===== src/rtl/i2c_pkg.sv =====
// Shared types and widths for the I2C target.
package i2c_pkg;

  localparam int unsigned I2C_ADDR_W = 7;
  localparam int unsigned I2C_BYTE_W = 8;
  localparam int unsigned I2C_CNT_W  = $clog2(I2C_BYTE_W);

  typedef enum logic [2:0] {
    ST_IDLE,
    ST_ADDR,
    ST_ADDR_ACK,
    ST_WR_DATA,
    ST_WR_ACK,
    ST_RD_DATA,
    ST_RD_ACK,
    ST_IGNORE
  } i2c_tgt_state_t;

  // Read-byte load phase inside RD_DATA.
  typedef enum logic [1:0] {
    LD_DONE,
    LD_REQ,
    LD_WAIT,
    LD_REL
  } i2c_ld_t;

endpackage


===== src/rtl/i2c_sync_edge.sv =====
// Synchronizes SCL/SDA into clk and flags SCL edges plus START/STOP.
module i2c_sync_edge (
  input  logic clk,
  input  logic rst_n,
  input  logic scl_in,
  input  logic sda_in,
  output logic scl_rise,
  output logic scl_fall,
  output logic start_det,
  output logic stop_det,
  output logic sda_s
);

  logic scl_meta, scl_sync, scl_prev;
  logic sda_meta, sda_sync, sda_prev;

  // Sync flops reset to the idle-bus level so release never looks like an edge.
  always_ff @(posedge clk or negedge rst_n) begin
    if (!rst_n) begin
      scl_meta  <= 1'b1;
      scl_sync  <= 1'b1;
      scl_prev  <= 1'b1;
      sda_meta  <= 1'b1;
      sda_sync  <= 1'b1;
      sda_prev  <= 1'b1;
      scl_rise  <= 1'b0;
      scl_fall  <= 1'b0;
      start_det <= 1'b0;
      stop_det  <= 1'b0;
      sda_s     <= 1'b1;
    end else begin
      scl_meta  <= scl_in;
      scl_sync  <= scl_meta;
      scl_prev  <= scl_sync;
      sda_meta  <= sda_in;
      sda_sync  <= sda_meta;
      sda_prev  <= sda_sync;
      scl_rise  <= scl_sync & ~scl_prev;
      scl_fall  <= ~scl_sync & scl_prev;
      start_det <= scl_sync & scl_prev & sda_prev & ~sda_sync;
      stop_det  <= scl_sync & scl_prev & ~sda_prev & sda_sync;
      sda_s     <= sda_sync;
    end
  end

endmodule


===== src/rtl/i2c_target.sv =====
// I2C target: address match, ACK, byte write/read to local logic.
// Optional SCL stretching on reads with I2C_TARGET_CLK_STRETCH_EN.
module i2c_target
  import i2c_pkg::*;
#(
  parameter logic [I2C_ADDR_W-1:0] ADDRESS = 7'h27
) (
  input  logic                  clk,
  input  logic                  rst_n,
  input  logic                  sclk,
  input  logic                  sda_in,
  output logic                  sda_oe,
  output logic                  scl_oe,
  output logic [I2C_BYTE_W-1:0] wr_data,
  output logic                  wr_valid,
  input  logic                  wr_ready,
  output logic                  rd_req,
  input  logic [I2C_BYTE_W-1:0] rd_data,
  input  logic                  rd_valid,
  output logic                  busy
);

  logic scl_rise, scl_fall, start_det, stop_det, sda_s;

  i2c_sync_edge u_sync (
    .clk       (clk),
    .rst_n     (rst_n),
    .scl_in    (sclk),
    .sda_in    (sda_in),
    .scl_rise  (scl_rise),
    .scl_fall  (scl_fall),
    .start_det (start_det),
    .stop_det  (stop_det),
    .sda_s     (sda_s)
  );

  i2c_tgt_state_t        state_q, state_d;
  i2c_ld_t               ld_q, ld_d;
  logic [I2C_CNT_W-1:0]  cnt_q, cnt_d;
  logic [I2C_BYTE_W-1:0] sh_q, sh_d, wr_data_q, wr_data_d, byte_in;
  logic rw_q, rw_d, ack_q, ack_d, wr_ok_q, wr_ok_d;
  logic sda_oe_q, sda_oe_d, scl_oe_q, scl_oe_d;
  logic wr_valid_q, wr_valid_d, rd_req_q, rd_req_d, busy_q, busy_d;
  logic cap;

`ifndef I2C_TARGET_CLK_STRETCH_EN
  logic unused_rd_valid;
  assign unused_rd_valid = rd_valid;
`endif

  always_ff @(posedge clk or negedge rst_n) begin
    if (!rst_n) begin
      state_q    <= ST_IDLE;
      ld_q       <= LD_DONE;
      cnt_q      <= '0;
      sh_q       <= '0;
      wr_data_q  <= '0;
      rw_q       <= 1'b0;
      ack_q      <= 1'b0;
      wr_ok_q    <= 1'b0;
      sda_oe_q   <= 1'b0;
      scl_oe_q   <= 1'b0;
      wr_valid_q <= 1'b0;
      rd_req_q   <= 1'b0;
      busy_q     <= 1'b0;
    end else begin
      state_q    <= state_d;
      ld_q       <= ld_d;
      cnt_q      <= cnt_d;
      sh_q       <= sh_d;
      wr_data_q  <= wr_data_d;
      rw_q       <= rw_d;
      ack_q      <= ack_d;
      wr_ok_q    <= wr_ok_d;
      sda_oe_q   <= sda_oe_d;
      scl_oe_q   <= scl_oe_d;
      wr_valid_q <= wr_valid_d;
      rd_req_q   <= rd_req_d;
      busy_q     <= busy_d;
    end
  end

  always_comb begin
    state_d    = state_q;
    ld_d       = ld_q;
    cnt_d      = cnt_q;
    sh_d       = sh_q;
    wr_data_d  = wr_data_q;
    rw_d       = rw_q;
    ack_d      = ack_q;
    wr_ok_d    = wr_ok_q;
    sda_oe_d   = sda_oe_q;
    scl_oe_d   = scl_oe_q;
    wr_valid_d = 1'b0;
    rd_req_d   = 1'b0;
    busy_d     = busy_q;
    cap        = 1'b0;
    byte_in    = {sh_q[I2C_BYTE_W-2:0], sda_s};

    if (start_det || stop_det) begin
      state_d  = start_det ? ST_ADDR : ST_IDLE;
      cnt_d    = '0;
      ld_d     = LD_DONE;
      ack_d    = 1'b0;
      sda_oe_d = 1'b0;
      scl_oe_d = 1'b0;
      busy_d   = 1'b0;
    end else begin
      unique case (state_q)
        ST_ADDR: if (scl_rise) begin
          sh_d  = byte_in;
          cnt_d = cnt_q + I2C_CNT_W'(1);
          if (cnt_q == I2C_CNT_W'(I2C_BYTE_W - 1)) begin
            if (byte_in[I2C_BYTE_W-1:1] == ADDRESS) begin
              state_d = ST_ADDR_ACK;
              rw_d    = byte_in[0];
              busy_d  = 1'b1;
            end else begin
              state_d = ST_IGNORE;
            end
          end
        end
        // First SCL fall drives the ACK, the second ends the slot.
        ST_ADDR_ACK: if (scl_fall) begin
          if (!ack_q) begin
            sda_oe_d = 1'b1;
            ack_d    = 1'b1;
          end else begin
            sda_oe_d = 1'b0;
            ack_d    = 1'b0;
            if (rw_q) begin
              state_d  = ST_RD_DATA;
              rd_req_d = 1'b1;
              ld_d     = LD_REQ;
            end else begin
              state_d = ST_WR_DATA;
            end
          end
        end
        ST_WR_DATA: if (scl_rise) begin
          sh_d  = byte_in;
          cnt_d = cnt_q + I2C_CNT_W'(1);
          if (cnt_q == I2C_CNT_W'(I2C_BYTE_W - 1)) begin
            wr_data_d  = byte_in;
            wr_ok_d    = wr_ready;
            wr_valid_d = wr_ready;
            state_d    = ST_WR_ACK;
          end
        end
        ST_WR_ACK: if (scl_fall) begin
          if (!ack_q) begin
            sda_oe_d = wr_ok_q;
            ack_d    = 1'b1;
          end else begin
            sda_oe_d = 1'b0;
            ack_d    = 1'b0;
            state_d  = ST_WR_DATA;
          end
        end
        ST_RD_DATA: begin
          unique case (ld_q)
`ifdef I2C_TARGET_CLK_STRETCH_EN
            LD_REQ: if (rd_valid) begin
              cap = 1'b1;
            end else begin
              scl_oe_d = 1'b1;
              ld_d     = LD_WAIT;
            end
            LD_WAIT: cap = rd_valid;
`else
            LD_REQ:  ld_d = LD_WAIT;
            LD_WAIT: cap  = 1'b1;
`endif
            LD_REL: begin
              scl_oe_d = 1'b0;
              ld_d     = LD_DONE;
            end
            default: if (scl_fall) begin
              if (cnt_q == I2C_CNT_W'(I2C_BYTE_W - 1)) begin
                sda_oe_d = 1'b0;
                cnt_d    = '0;
                ack_d    = 1'b0;
                state_d  = ST_RD_ACK;
              end else begin
                sh_d     = {sh_q[I2C_BYTE_W-2:0], 1'b0};
                sda_oe_d = ~sh_q[I2C_BYTE_W-2];
                cnt_d    = cnt_q + I2C_CNT_W'(1);
              end
            end
          endcase
          // Load the byte and put its MSB on the line; a held SCL drops a cycle later.
          if (cap) begin
            sh_d     = rd_data;
            sda_oe_d = ~rd_data[I2C_BYTE_W-1];
            cnt_d    = '0;
            ld_d     = scl_oe_q ? LD_REL : LD_DONE;
          end
        end
        ST_RD_ACK: begin
          if (scl_rise) begin
            if (sda_s) begin
              state_d = ST_IGNORE;
              busy_d  = 1'b0;
            end else begin
              ack_d = 1'b1;
            end
          end else if (scl_fall && ack_q) begin
            ack_d    = 1'b0;
            state_d  = ST_RD_DATA;
            rd_req_d = 1'b1;
            ld_d     = LD_REQ;
          end
        end
        default: ;
      endcase
    end
  end

  assign sda_oe   = sda_oe_q;
  assign scl_oe   = scl_oe_q;
  assign wr_data  = wr_data_q;
  assign wr_valid = wr_valid_q;
  assign rd_req   = rd_req_q;
  assign busy     = busy_q;

endmodule

===== config.mk =====
export PLATFORM = sky130hd
export DESIGN_NAME = i2c_target
export DESIGN_NICKNAME = d
export VERILOG_FILES = /design/src/rtl/i2c_pkg.sv /design/src/rtl/i2c_sync_edge.sv /design/src/rtl/i2c_target.sv
export SDC_FILE = /design/constraint.sdc
export NUM_CORES = 1
export LEC_CHECK = 0
export BUFFER_PORTS_ARGS = -buffer_cell sky130_fd_sc_hd__clkbuf_2
export CORE_UTILIZATION = 51
export DETAILED_ROUTE_END_ITERATION = 7
export PLACE_DENSITY = 0.86
export SYNTH_ARGS = -nofsm -noshare
export SYNTH_HDL_FRONTEND = slang
export SYNTH_HIERARCHICAL = 1
export SYNTH_SLANG_ARGS = --single-unit

===== constraint.sdc =====
create_clock -name clk -period 1.8 [get_ports clk]
set_input_delay 0 -clock clk [delete_from_list [all_inputs] [get_ports clk]]
set_output_delay 0 -clock clk [all_outputs]
set_load 0.01 [all_outputs]

# [Word-level counts from Yosys, hierarchy flattened]
# Cells that the tools add are included.
[classes] n_addsub=1 eq_ne=40 n_mux=84 n_bitwise=14 reduce_logical=24
[op_table] operator="$mux 3" n=23
[op_table] operator="$mux 1" n=39
[op_table] operator="$ne 3x3->1 const B" n=12
[op_table] operator="$mux 7" n=5
[op_table] operator="$ne 3x2->1 const B" n=8
[op_table] operator="$pmux 3 s6" n=1
[op_table] operator="$mux 2" n=8
[op_table] operator="$pmux 7 s2" n=1
[op_table] operator="$reduce_and 14->1" n=1
[op_table] operator="$reduce_and 7->1" n=2
[op_table] operator="$eq 3x3->1 const B" n=4
[op_table] operator="$ne 4x4->1 const B" n=3
[op_table] operator="$reduce_and 6->1" n=2
[op_table] operator="$reduce_bool 4->1" n=3
[op_table] operator="$reduce_and 5->1" n=2
[op_table] operator="$ne 4x3->1 const B" n=2
[op_table] operator="$reduce_and 4->1" n=2
[op_table] operator="$and 1x1->1" n=7
[op_table] operator="$eq 7x6->1 const B" n=1
[op_table] operator="$not 1->1" n=7
[op_table] operator="$reduce_bool 7->1" n=1
[op_table] operator="$eq 3x2->1 const B" n=2
[op_table] operator="$ne 3x1->1 const B" n=2
[op_table] operator="$pmux 1 s3" n=2
[op_table] operator="17 further kinds" n=23
[totals] regBits=41 elab_cells=186

# [Depth between registers and ports, before layout]
[depth] ltp_word=7 ltp_mapped=7 mapped_depth_nobuf=6

# [Cells and area by module]
# Netlist, hierarchy kept.
[modules_own_cells] mod="i2c_target" instances=1 cells_each=179 area_each_um2=1794.2 seq_area_each_um2=750.7
[modules_own_cells] mod="i2c_sync_edge" instances=1 cells_each=14 area_each_um2=290.3 seq_area_each_um2=257.7

# [Least setup slack after synthesis]
# No wires, ideal clock.
[synth_path] path_kind="flip-flop to flip-flop" start="register cnt_q[0]" end="register wr_data_q[0] (netlist: wr_data[0])" setup_time_ns=0.128 t_arrival_ns=1.702 t_required_ns=1.672 path_slack_ns=-0.029 stages_incl_launch_ff=8 path_buffers=1 path_cell_list="dfrtp_1 > ha_1 > ha_1 > nand3_1 > or2_1 > nor3b_1 > buf_4 > mux2_1"
[synth_via] elab_chain_cells=2
[synth_lines] element="from (decl)" line="i2c_target.sv:39" source="logic [I2C_CNT_W-1:0] cnt_q, cnt_d;"
[synth_lines] element="from (signal assigned)" line="i2c_target.sv:69" source="cnt_q <= cnt_d;"
[synth_lines] element="$eq 3x3->1" line="i2c_target.sv:143" source="if (cnt_q == I2C_CNT_W'(I2C_BYTE_W - 1)) begin"
[synth_lines] element="$reduce_and 4->1 (no source line)"
[synth_lines] element="to (signal assigned)" line="i2c_target.sv:71" source="wr_data_q <= wr_data_d;"
[synth_lines] element="to (decl)" line="i2c_target.sv:40" source="logic [I2C_BYTE_W-1:0] sh_q, sh_d, wr_data_q, wr_data_d, byte_in;"
# No other way between the ends.
# A chain may end at the register's enable or synchronous reset.

# [Worst setup path in the final report]
[layout_path] start="register cnt_q[0]" end="register wr_data_q[6] (netlist: wr_data[6])"
# The elaborated chain is that of the path after synthesis.

==> impl_metrics.toml <==
[critical_path]
cp-end-kind = "flip-flop"
r2r_setup_slack_ns = -0.09
critPathRequiredTime_ns = 1.98
reg2reg_to = "wr_data[6]"
reg2reg_from = "cnt_q[0]"
cp_max_fo = 6
start_kind = "flip-flop"
path_class = "reg -> reg"
worstPathArrival_ns = 2.08
reg2reg_depth = 7

[clock_network]
cts_made_buffers = 5
cts_tree = "done"
clkLatencyLatePin_ns = 0.29
path_clk_slew_ns = 0.08
clock_path_buffers = 2
cts.sinks = 40
cts_max_level = 2
clock_tree.root_cell = "clkbuf_8"

[logic_synthesis]
synth_cells = 193
async_flop_share_pct = 100.0
avgSynthCellArea_um2 = 10.80
yosysTopAreaCell = "dfrtp_1"
synth_top_cell_area_share_pct = 40.82
synth_area_leaders = "dfrtp_1 (41%), mux2_1 (10%), dfstp_2 (7.6%)"
yosysSeqAreaShare_pct = 48.38
ys_ff_latch = 40
synth_area_um2 = 2084
ys.flop_type = "dfrtp_1"
synth_edf_count = 0
synth_common_cells = "dfrtp_1 (34), mux2_1 (19), a21oi_1 (9), nand2_1 (9), o21ai_0 (9)"
synth_nets = 209
yosysMostFrequentCell = "dfrtp_1"
ys_types = 49
ys.warnings.count = 6

[global_route]
antenna_found_initial = 0
grt_max_degree = 37
grt_pass1_wl_mm = 8.976
groute.usage.overall_pct = 27.63
grt-ovfl-total = 0
grt_pass1_vias = 1810

[route]
num_vias = 1780
drt-total-wl_mm = 5.521
first_iter_violations = 178
ant_nets = 0
drc = 0
firstDrtPassIters = 4
viasPerCell = 6.014
post_drt_wl_per_cell_um = 18.65

[power]
ir_drop_mv = 0.8462
power_density_nw_per_um2 = 1188
power_leakage_nw = 1.296

[status]
violations = "setup timing"
status = "complete, but fails checks"

[timing]
setup-tns-final_ns = -1.019
min_period_ns = 1.891
tightest_slew_ns = 0.9039
drv_slew = 0
finalCritPeriodShare_pct = 105.1
finalHoldWorstSlack_ns = 0.05175
slew_headroom_pct = 39.74
worst_slack_ns = -0.09115
skew_ns = 0.007585
rsz0062_at_grt = "yes"
setup_viol = 17
fmax_mhz = 528.8
final-hold-violation-count = 0

[die]
fp.dieH_um = 65.93
initial_core_util_pct = 54.87
design.core.area_um2 = 3799
pin_count = 27
fp-row-count = 22
dieArea_um2 = 4347
die_w_um = 65.93

[place]
gp_congestion = 0.9860
dp_hpwl_mm = 3.298
port_buffers = 24
place_inst = 279
pre_cts_slack_ns = -0.1962

[min_path]
hp-start = "rd_data[2]"
hold_class = "in -> reg"
hold_end = "sh_q[2]"
hold_path_depth = 3

[final_layout]
final_cells = 296
layout-drive-gt1-share_pct = 38.71
fin_util_pct = 71.87
antenna_cells = 0
fin_nets = 263
area_growth_pct = 30.97

[job]
max-cap-violations = 0
critical path: stages, from the launching register on:
cell     delay [ns]
dfrtp_1        0.37
ha_2           0.20
ha_4           0.15
nand3_4        0.07
or2_1          0.25
nor3b_2        0.23
buf_4          0.21
mux2_4         0.31
per-stage QoR:
stage | power [W] | cell area, um^2
2_1_floorplan | 0.001884 | 2097
3_3_place_gp | 0.002201 | 2419
3_5_place_dp | 0.002258 | 2419
4_1_cts | 0.003137 | 2671
5_1_grt | 0.003437 | 2730
6_report | 0.003243 | 2730
where the power goes:
| group | total, W | switching, W | internal (W) |
|---|---|---|---|
| logic | 0.00118 | 0.000549 | 0.000628 |
| clock network | 0.000753 | 0.000335 | 0.000418 |
| registers | 0.00131 | 0.000216 | 0.00110 |
layer usage:
metal  part of all wire, %  up-vias  track usage [%]  routed length [um]
met4                   3.2        0            10.90                 176
li1                      -      806                -                   -
met1                    42      879            38.44                2297
met5                     0        -                0                   0
met3                   6.3       20            6.034                 348
met2                    49       75            41.84                2699
layout make-up:
cell class                      instances  area [um^2]
Timing Repair Buffer                   58        405.4
Sequential cell                        40         1008
Tap cell                               48        60.06
Clock buffer                            5        68.82
Clock inverter                          3        47.55
Multi-Input combinational cell        136         1117
Fill cell                             247         1069
Inverter                                6        22.52
worst max-delay path by stage:
stage,start,to,depth (start not counted)
final,cnt_q[0],wr_data[6],7
after global routing,cnt_q[0],state_q[1],7
after CTS,cnt_q[0],wr_data[2],7
after detailed placement,cnt_q[0],wr_data[4],7
after global placement,cnt_q[0],wr_ok_q,7
after floorplan,cnt_q[0],wr_data[0],7
cells by family after synthesis:
kind of cell / count (synthesis) / synth area share [%]
AOI/OAI and AO/OA: 46 / 14.71
DFF: 40 / 48.38
muxes: 28 / 14.95
other: 1 / 0.1799
and+or+nand+nor: 59 / 16.69
buffers and inverters: 17 / 3.901
adders and majority gates: 2 / 1.200
timing repair:
item | CTS | global route
endpoints found under the setup margin | 17 | 22
buffers inserted | 2 | 3
pin swaps | 4 | 7
resized for setup | 21 | 9
endpoints found under the hold margin | 38 | 0
hold buffers | 4 | 0
gates cloned | 0 | 0
sequential cells by signal, indices dropped and copies added (netlist names), 2 cells and up:
name     flops
cnt_q        3
ld_q         2
wr_data      8
state_q      3
sh_q         7
layout by cell type, fill, tap and decap left out, drive strengths merged, types with 3 or more instances in the layout:
| cell type | netlist | final |
|---|---|---|
| a211oi | 3 | 3 |
| nor2 | 7 | 7 |
| nor2b | 5 | 5 |
| and4b | 3 | 3 |
| dfrtp | 34 | 34 |
| buf | 5 | 30 |
| mux2 | 25 | 25 |
| nand3 | 5 | 5 |
| dlygate4sd3 | 0 | 4 |
| o21ai | 14 | 14 |
| inv | 6 | 6 |
| mux2i | 3 | 3 |
| clkbuf | 6 | 29 |
| nor3 | 4 | 4 |
| nand2 | 9 | 9 |
| dfstp | 6 | 6 |
| nor3b | 4 | 4 |
| a21oi | 10 | 10 |
| or2 | 3 | 3 |
| a31oi | 4 | 4 |
| and2 | 4 | 4 |
| nand2b | 6 | 6 |
Note: power is estimated with default switching activity, not from simulation.
